### src/rtl/fetch_decode_seq_if.sv
// Instruction-memory req/ack bundle between the sequencer and imem.
// The sequencer is the master. Data is valid alongside ack.
interface fetch_decode_seq_if;
  logic [15:0] imem_addr;
  logic        imem_req;
  logic        imem_ack;
  logic [15:0] imem_data;

  modport master (
    output imem_addr,
    output imem_req,
    input  imem_ack,
    input  imem_data
  );

  modport slave (
    input  imem_addr,
    input  imem_req,
    output imem_ack,
    output imem_data
  );
endinterface

### src/rtl/fetch_decode_seq.sv
// Fetch/decode/writeback sequencer feeding bank_register and the ALU.
// Handles register-direct double-operand instructions only.
module fetch_decode_seq #(
  parameter int PC_STEP = 2,
  parameter int CNT_W   = 16
) (
  input  logic               clk,
  input  logic               rst,
  input  logic               run,
  input  logic [15:0]        pc_in,
  fetch_decode_seq_if.master imem,
  output logic [3:0]         src_reg,
  output logic [3:0]         dst_reg,
  output logic [3:0]         alu_op,
  output logic               alu_bw,
  output logic               alu_start,
  input  logic               alu_done,
  input  logic [15:0]        alu_result,
  output logic [3:0]         wr_reg,
  output logic [15:0]        wr_data,
  output logic               wr_en,
  output logic [15:0]        pc_data_in,
  output logic               pc_inc,
  output logic               illegal,
  output logic [CNT_W-1:0]   retired,
  output logic               busy
);

  typedef enum logic [2:0] {
    IDLE,
    FETCH,
    DECODE,
    OPRD,
    EXEC,
    WBACK,
    PCINC,
    SETTLE
  } state_t;

  state_t      state;
  state_t      nxt;
  logic [15:0] ir;
  logic [15:0] addr_q;
  logic        exec_first;
  logic        settle_cnt;
  logic        legal;
  logic        wb_en;

  assign legal = (ir[15:14] != 2'b00)
               & (ir[5:4] == 2'b00)
               & ~ir[7]
               & (ir[3:0] != 4'd0);

  // CMP and BIT only set flags
  assign wb_en = (ir[15:12] != 4'd9)
               & (ir[15:12] != 4'd11);

  always_ff @(posedge clk or negedge rst) begin
    if (!rst) state <= IDLE;
    else      state <= nxt;
  end

  always_comb begin
    nxt = state;
    unique case (state)
      IDLE:   if (run) nxt = FETCH;
      FETCH:  if (imem.imem_ack) nxt = DECODE;
      DECODE: nxt = legal ? OPRD : PCINC;
      OPRD:   nxt = EXEC;
      EXEC: begin
        if (alu_done)
          nxt = wb_en ? WBACK : PCINC;
      end
      WBACK:  nxt = PCINC;
      PCINC:  nxt = SETTLE;
      SETTLE: if (settle_cnt) nxt = IDLE;
      default: nxt = IDLE;
    endcase
  end

  always_comb begin
    imem.imem_req  = (state == FETCH);
    imem.imem_addr = addr_q;
    alu_start      = (state == EXEC) & exec_first;
    wr_en          = (state == WBACK);
    pc_inc         = (state == PCINC);
    busy           = (state != IDLE);
  end

  always_ff @(posedge clk or negedge rst) begin
    if (!rst) begin
      addr_q     <= '0;
      ir         <= '0;
      src_reg    <= '0;
      dst_reg    <= '0;
      alu_op     <= '0;
      alu_bw     <= 1'b0;
      exec_first <= 1'b0;
      wr_reg     <= '0;
      wr_data    <= '0;
      pc_data_in <= '0;
      illegal    <= 1'b0;
      retired    <= '0;
      settle_cnt <= 1'b0;
    end else begin
      exec_first <= (state == OPRD);
      settle_cnt <= (state == SETTLE) & ~settle_cnt;
      if (state == IDLE && run)
        addr_q <= pc_in;
      // selects are valid throughout DECODE
      if (state == FETCH && imem.imem_ack) begin
        ir      <= imem.imem_data;
        alu_op  <= imem.imem_data[15:12];
        src_reg <= imem.imem_data[11:8];
        alu_bw  <= imem.imem_data[6];
        dst_reg <= imem.imem_data[3:0];
      end
      if (state == DECODE && !legal)
        illegal <= 1'b1;
      if (state == EXEC && alu_done) begin
        wr_data <= alu_result;
        wr_reg  <= ir[3:0];
      end
      if (nxt == PCINC)
        pc_data_in <= pc_in + 16'(PC_STEP);
      if (state == PCINC)
        retired <= retired + 1'b1;
    end
  end

endmodule

### src/flat_wrapper.sv
// flat-port wrapper written by rule: the top's interface ports become plain ports
module fetch_decode_seq_flat 
#(
  parameter int PC_STEP = 2,
  parameter int CNT_W   = 16
)
  (clk, rst, run, pc_in, src_reg, dst_reg, alu_op, alu_bw, alu_start, alu_done, alu_result, wr_reg, wr_data, wr_en, pc_data_in, pc_inc, illegal, retired, busy, imem_imem_addr, imem_imem_req, imem_imem_ack, imem_imem_data);
  fetch_decode_seq_if imem_i ();
  input  logic clk;
  input  logic rst;
  input  logic run;
  input  logic [15:0] pc_in;
  output logic [3:0] src_reg;
  output logic [3:0] dst_reg;
  output logic [3:0] alu_op;
  output logic alu_bw;
  output logic alu_start;
  input  logic alu_done;
  input  logic [15:0] alu_result;
  output logic [3:0] wr_reg;
  output logic [15:0] wr_data;
  output logic wr_en;
  output logic [15:0] pc_data_in;
  output logic pc_inc;
  output logic illegal;
  output logic [CNT_W-1:0] retired;
  output logic busy;
  output wire logic [$bits(imem_i.imem_addr)-1:0] imem_imem_addr;
  output wire logic [$bits(imem_i.imem_req)-1:0] imem_imem_req;
  input wire logic [$bits(imem_i.imem_ack)-1:0] imem_imem_ack;
  input wire logic [$bits(imem_i.imem_data)-1:0] imem_imem_data;
  assign imem_imem_addr = imem_i.imem_addr;
  assign imem_imem_req = imem_i.imem_req;
  assign imem_i.imem_ack = imem_imem_ack;
  assign imem_i.imem_data = imem_imem_data;
  fetch_decode_seq #(.PC_STEP(PC_STEP), .CNT_W(CNT_W)) u_core (.clk(clk), .rst(rst), .run(run), .pc_in(pc_in), .imem(imem_i), .src_reg(src_reg), .dst_reg(dst_reg), .alu_op(alu_op), .alu_bw(alu_bw), .alu_start(alu_start), .alu_done(alu_done), .alu_result(alu_result), .wr_reg(wr_reg), .wr_data(wr_data), .wr_en(wr_en), .pc_data_in(pc_data_in), .pc_inc(pc_inc), .illegal(illegal), .retired(retired), .busy(busy));
endmodule
### config.mk
export PLATFORM = sky130hd
export DESIGN_NAME = fetch_decode_seq_flat
export DESIGN_NICKNAME = d
export VERILOG_FILES = /design/src/rtl/fetch_decode_seq_if.sv /design/src/rtl/fetch_decode_seq.sv /design/src/flat_wrapper.sv
export SDC_FILE = /design/constraint.sdc
export NUM_CORES = 1
export LEC_CHECK = 0
export ABC_AREA = 0
export CAP_MARGIN = 20
export CORE_UTILIZATION = 35
export CTS_CLUSTER_SIZE = 20
export DETAILED_ROUTE_END_ITERATION = 10
export GPL_TIMING_DRIVEN = 0
export SLEW_MARGIN = 40
export SYNTH_ARGS = -nofsm -noshare
export SYNTH_HDL_FRONTEND = slang
export SYNTH_SLANG_ARGS = --single-unit
export TNS_END_PERCENT = 1
### constraint.sdc
create_clock -name clk -period 4.7 [get_ports clk]
set_input_delay 1.41 -clock clk [delete_from_list [all_inputs] [get_ports clk]]
set_output_delay 1.41 -clock clk [all_outputs]
set_load 0.005 [all_outputs]
==> impl_metrics.yaml <==
clock_network:
  cts_root_buf: "clkbuf_16"
  ctsResizeCount: 0
  cts_buffer_depth: 2
  cts_buffers: 9
  hold_buffers: 0
  postCtsSetupBuffers: 0
  cts_tree: "built"
  cts-htree-levels: 3
  clock-sinks: 90
  path_clk_slew_ps: 60
  clkLatencyLatePin_ps: 340
timing:
  slew_headroom_pct: 55.0
  skew_ps: 5.55
  final.period_utilization_pct: 70.1
  grt_setup_unrepaired: "false"
  hold_violations: 0
  tightestPinTransition_ps: 673
  setup_ws_ps: 1410
  period_needed_ps: 3290
  drv_slew: 0
  setup_violations: 0
  fmax_mhz: 304
synthesis:
  synth_top_family_by_area: "multiplexers"
  syn_nets: 350
  synthesis.area_um2: 3960
  syn_inst: 295
  synth_simple_gate_area_share_pct: 10.3
  yosys.cell_types.count: 36
  synth_mux_area_share_pct: 20.3
  yosysSeqAreaShare_pct: 56.9
  synth_compound_area_share_pct: 1.80
  ys_warn_count: 0
  yosys_register_bits: 90
  yosys.area_share.adder_pct: 0.632
  avgSynthCellArea_um2: 13.4
  synth-xor-area-share_pct: 5.97
die:
  die_w_um: 108
  ios: 140
  die_h_um: 108
  die_area_um2: 11700
  core-area_um2: 10900
  start_util_pct: 36.2
  placementRows: 38
min_path:
  hold_class: "flop to flop"
  min_from: "u_core.retired[15]"
run_status:
  status: "finished, final reports clean"
routing:
  drt_iter0_drc: 78
  dr.pass1.iters: 4
  drc_errors: 0
  wl_um: 8840
  final_antenna_net_count: 0
  wl_per_cell_um: 15.0
  vias_per_cell: 4.75
  num_vias: 2809
final_layout:
  regArea_um2: 2250
  fillers: 976
  syn2layout_area_growth_pct: 49.1
  multiInputGateArea_um2: 1550
  final_core_util_pct: 54.0
  drive_gt1_share_pct: 23.9
  antennaDiodeCount: 0
  fin_nets: 501
flow_run:
  maxCapViolations: 0
global_route:
  grt_pass1_vias: 2866
  antenna_found_initial: 0
  grt_pass1_wl_um: 14400
  gr-usage-all-layers_pct: 16.0
  grt-ovfl-total: 0
  grt_max_degree: 73
power:
  p_comb_share_pct: 42.2
  p_clk_share_pct: 21.7
  pwr-share-seq_pct: 36.1
  p_int_mw: 2.67
  max-vdd-ir-drop_uv: 365
  p_leak_nw: 2.48
  switching_share_pct: 27.2
  p_switching_mw: 0.997
  power.density_nw_per_um2: 622
setup_path:
  cp-start-kind: "flop"
  endpoint_kind: "output port"
  required_ps: 3290
  cp_data_arrival_time_ps: 1880
  worstPathMaxFanout: 10
  critical_path_class: "flop to output port"
  cp-startpoint: "u_core.state[2]"
  reg2reg_from: "u_core.ir[1]"
placement:
  pre_cts_slack_ps: 1210
  dp_hpwl_um: 6500
  gp_congestion: 0.753
  io_buffers: 139
-- path summary, 6_finish.rpt --
| kind | slack (ps) | cells after the start | endpoint |
|---|---|---|---|
| worst max register to register | 2180 | 6 | u_core.pc_data_in[14] |
| min in group asynchronous | 890 | 1 | u_core.imem.imem_addr[4] |
| max in group asynchronous | 3230 | 2 | u_core.imem.imem_addr[14] |
| worst min-delay path | 470 | 1 | u_core.retired[15] |
| worst min register to register | 470 | 1 | u_core.retired[15] |
| worst max-delay path | 1410 | 3 | wr_en |
-- power groups by stage --
| stage | registers, mW | clock network [mW] | logic (mW) |
|---|---|---|---|
| floorplan | 1.32 | 0 | 0.730 |
| global placement | 1.32 | 0 | 1.55 |
| detailed placement | 1.34 | 0 | 1.57 |
| CTS | 1.33 | 0.826 | 1.58 |
| global route | 1.37 | 0.861 | 1.67 |
| finish | 1.33 | 0.797 | 1.55 |
-- layout by cell type, fill, tap and decap left out, drive strengths merged --
cell type,n
nand3,12
xor2,9
nor3b,1
o21ai,4
dfrtp,90
a21oi,2
o31ai,1
a211oi,1
clkinv,1
bufinv,2
buf,18
ha,2
o32ai,1
and2,1
clkbuf,16
clkdlybuf4s50,138
mux2,68
nand4,2
nand2b,1
and4,5
nor3,7
or3,1
nand2,16
nand3b,1
nor4bb,2
inv,5
and4b,3
and3,4
nor2b,1
clkinvlp,1
xnor2,18
nor2,13
or4,2
a221oi,1
a31o,1
-- Yosys cell counts (all sizes together) --
library cell,number,area share (%)
a31o,1,0.22
nor3,7,0.88
mux2,68,20
a211oi,1,0.19
ha,2,0.63
or3,1,0.16
buf,16,3.2
and3,4,0.63
nor4bb,2,0.51
nand4,2,0.32
nand3b,1,0.19
dfrtp,90,57
nand2b,1,0.16
and4,5,1.1
o32ai,1,0.22
xnor2,18,4.0
nand3,12,1.5
xor2,9,2.0
clkbuf,5,0.47
or4,2,0.57
o21ai,4,0.51
nor2,13,1.4
nor3b,1,0.19
nand2,16,1.5
and4b,3,0.85
and2,1,0.16
a221oi,1,0.22
o31ai,1,0.19
a21oi,2,0.25
inv,4,0.38
nor2b,1,0.16
-- cell type report --
class | count | share of cell area (%)
Inverter | 4 | 0.254
Clock buffer | 11 | 4.28
Sequential cell | 90 | 38.2
Tap cell | 140 | 2.97
Timing Repair Buffer | 140 | 24.1
Multi-Input combinational cell | 180 | 26.3
Buffer | 21 | 2.48
Clock inverter | 5 | 1.44
-- per-stage QoR --
step	setup TNS, ps	hold WS, ps	area, um^2	std cells	power (mW)
floorplan	0	452	3960	295	2.05
global placement	-113540	456	5530	574	2.87
detailed placement	0	462	5560	575	2.91
CTS	0	477	5900	591	3.73
global route	0	500	5900	591	3.91
finish	0	469	5900	591	3.67
-- critical path: stages (launching register included) --
cell and delay [ps]:
dfrtp_1 390, clkbuf_1 340, nor3b_1 250, clkdlybuf4s50_1 560
-- layer usage --
layer | GRT usage (%) | part of all wire [%]
met5 | 0 | 0
met4 | 4.92 | 1.2
met3 | 6.57 | 8.0
met2 | 24.8 | 47
met1 | 20.4 | 43
-- kinds of logic (layout without fill, tap and decap cells) --
family / after synthesis / after routing
XOR/XNOR: 27 / 27
buffers and inverters: 25 / 181
AO/OA/AOI/OAI: 11 / 11
AND/OR/NAND/NOR: 72 / 72
multiplexers: 68 / 68
adder cells (fa/ha/maj): 2 / 2
flip-flops: 90 / 90
Power figures use the tool's default switching activity.
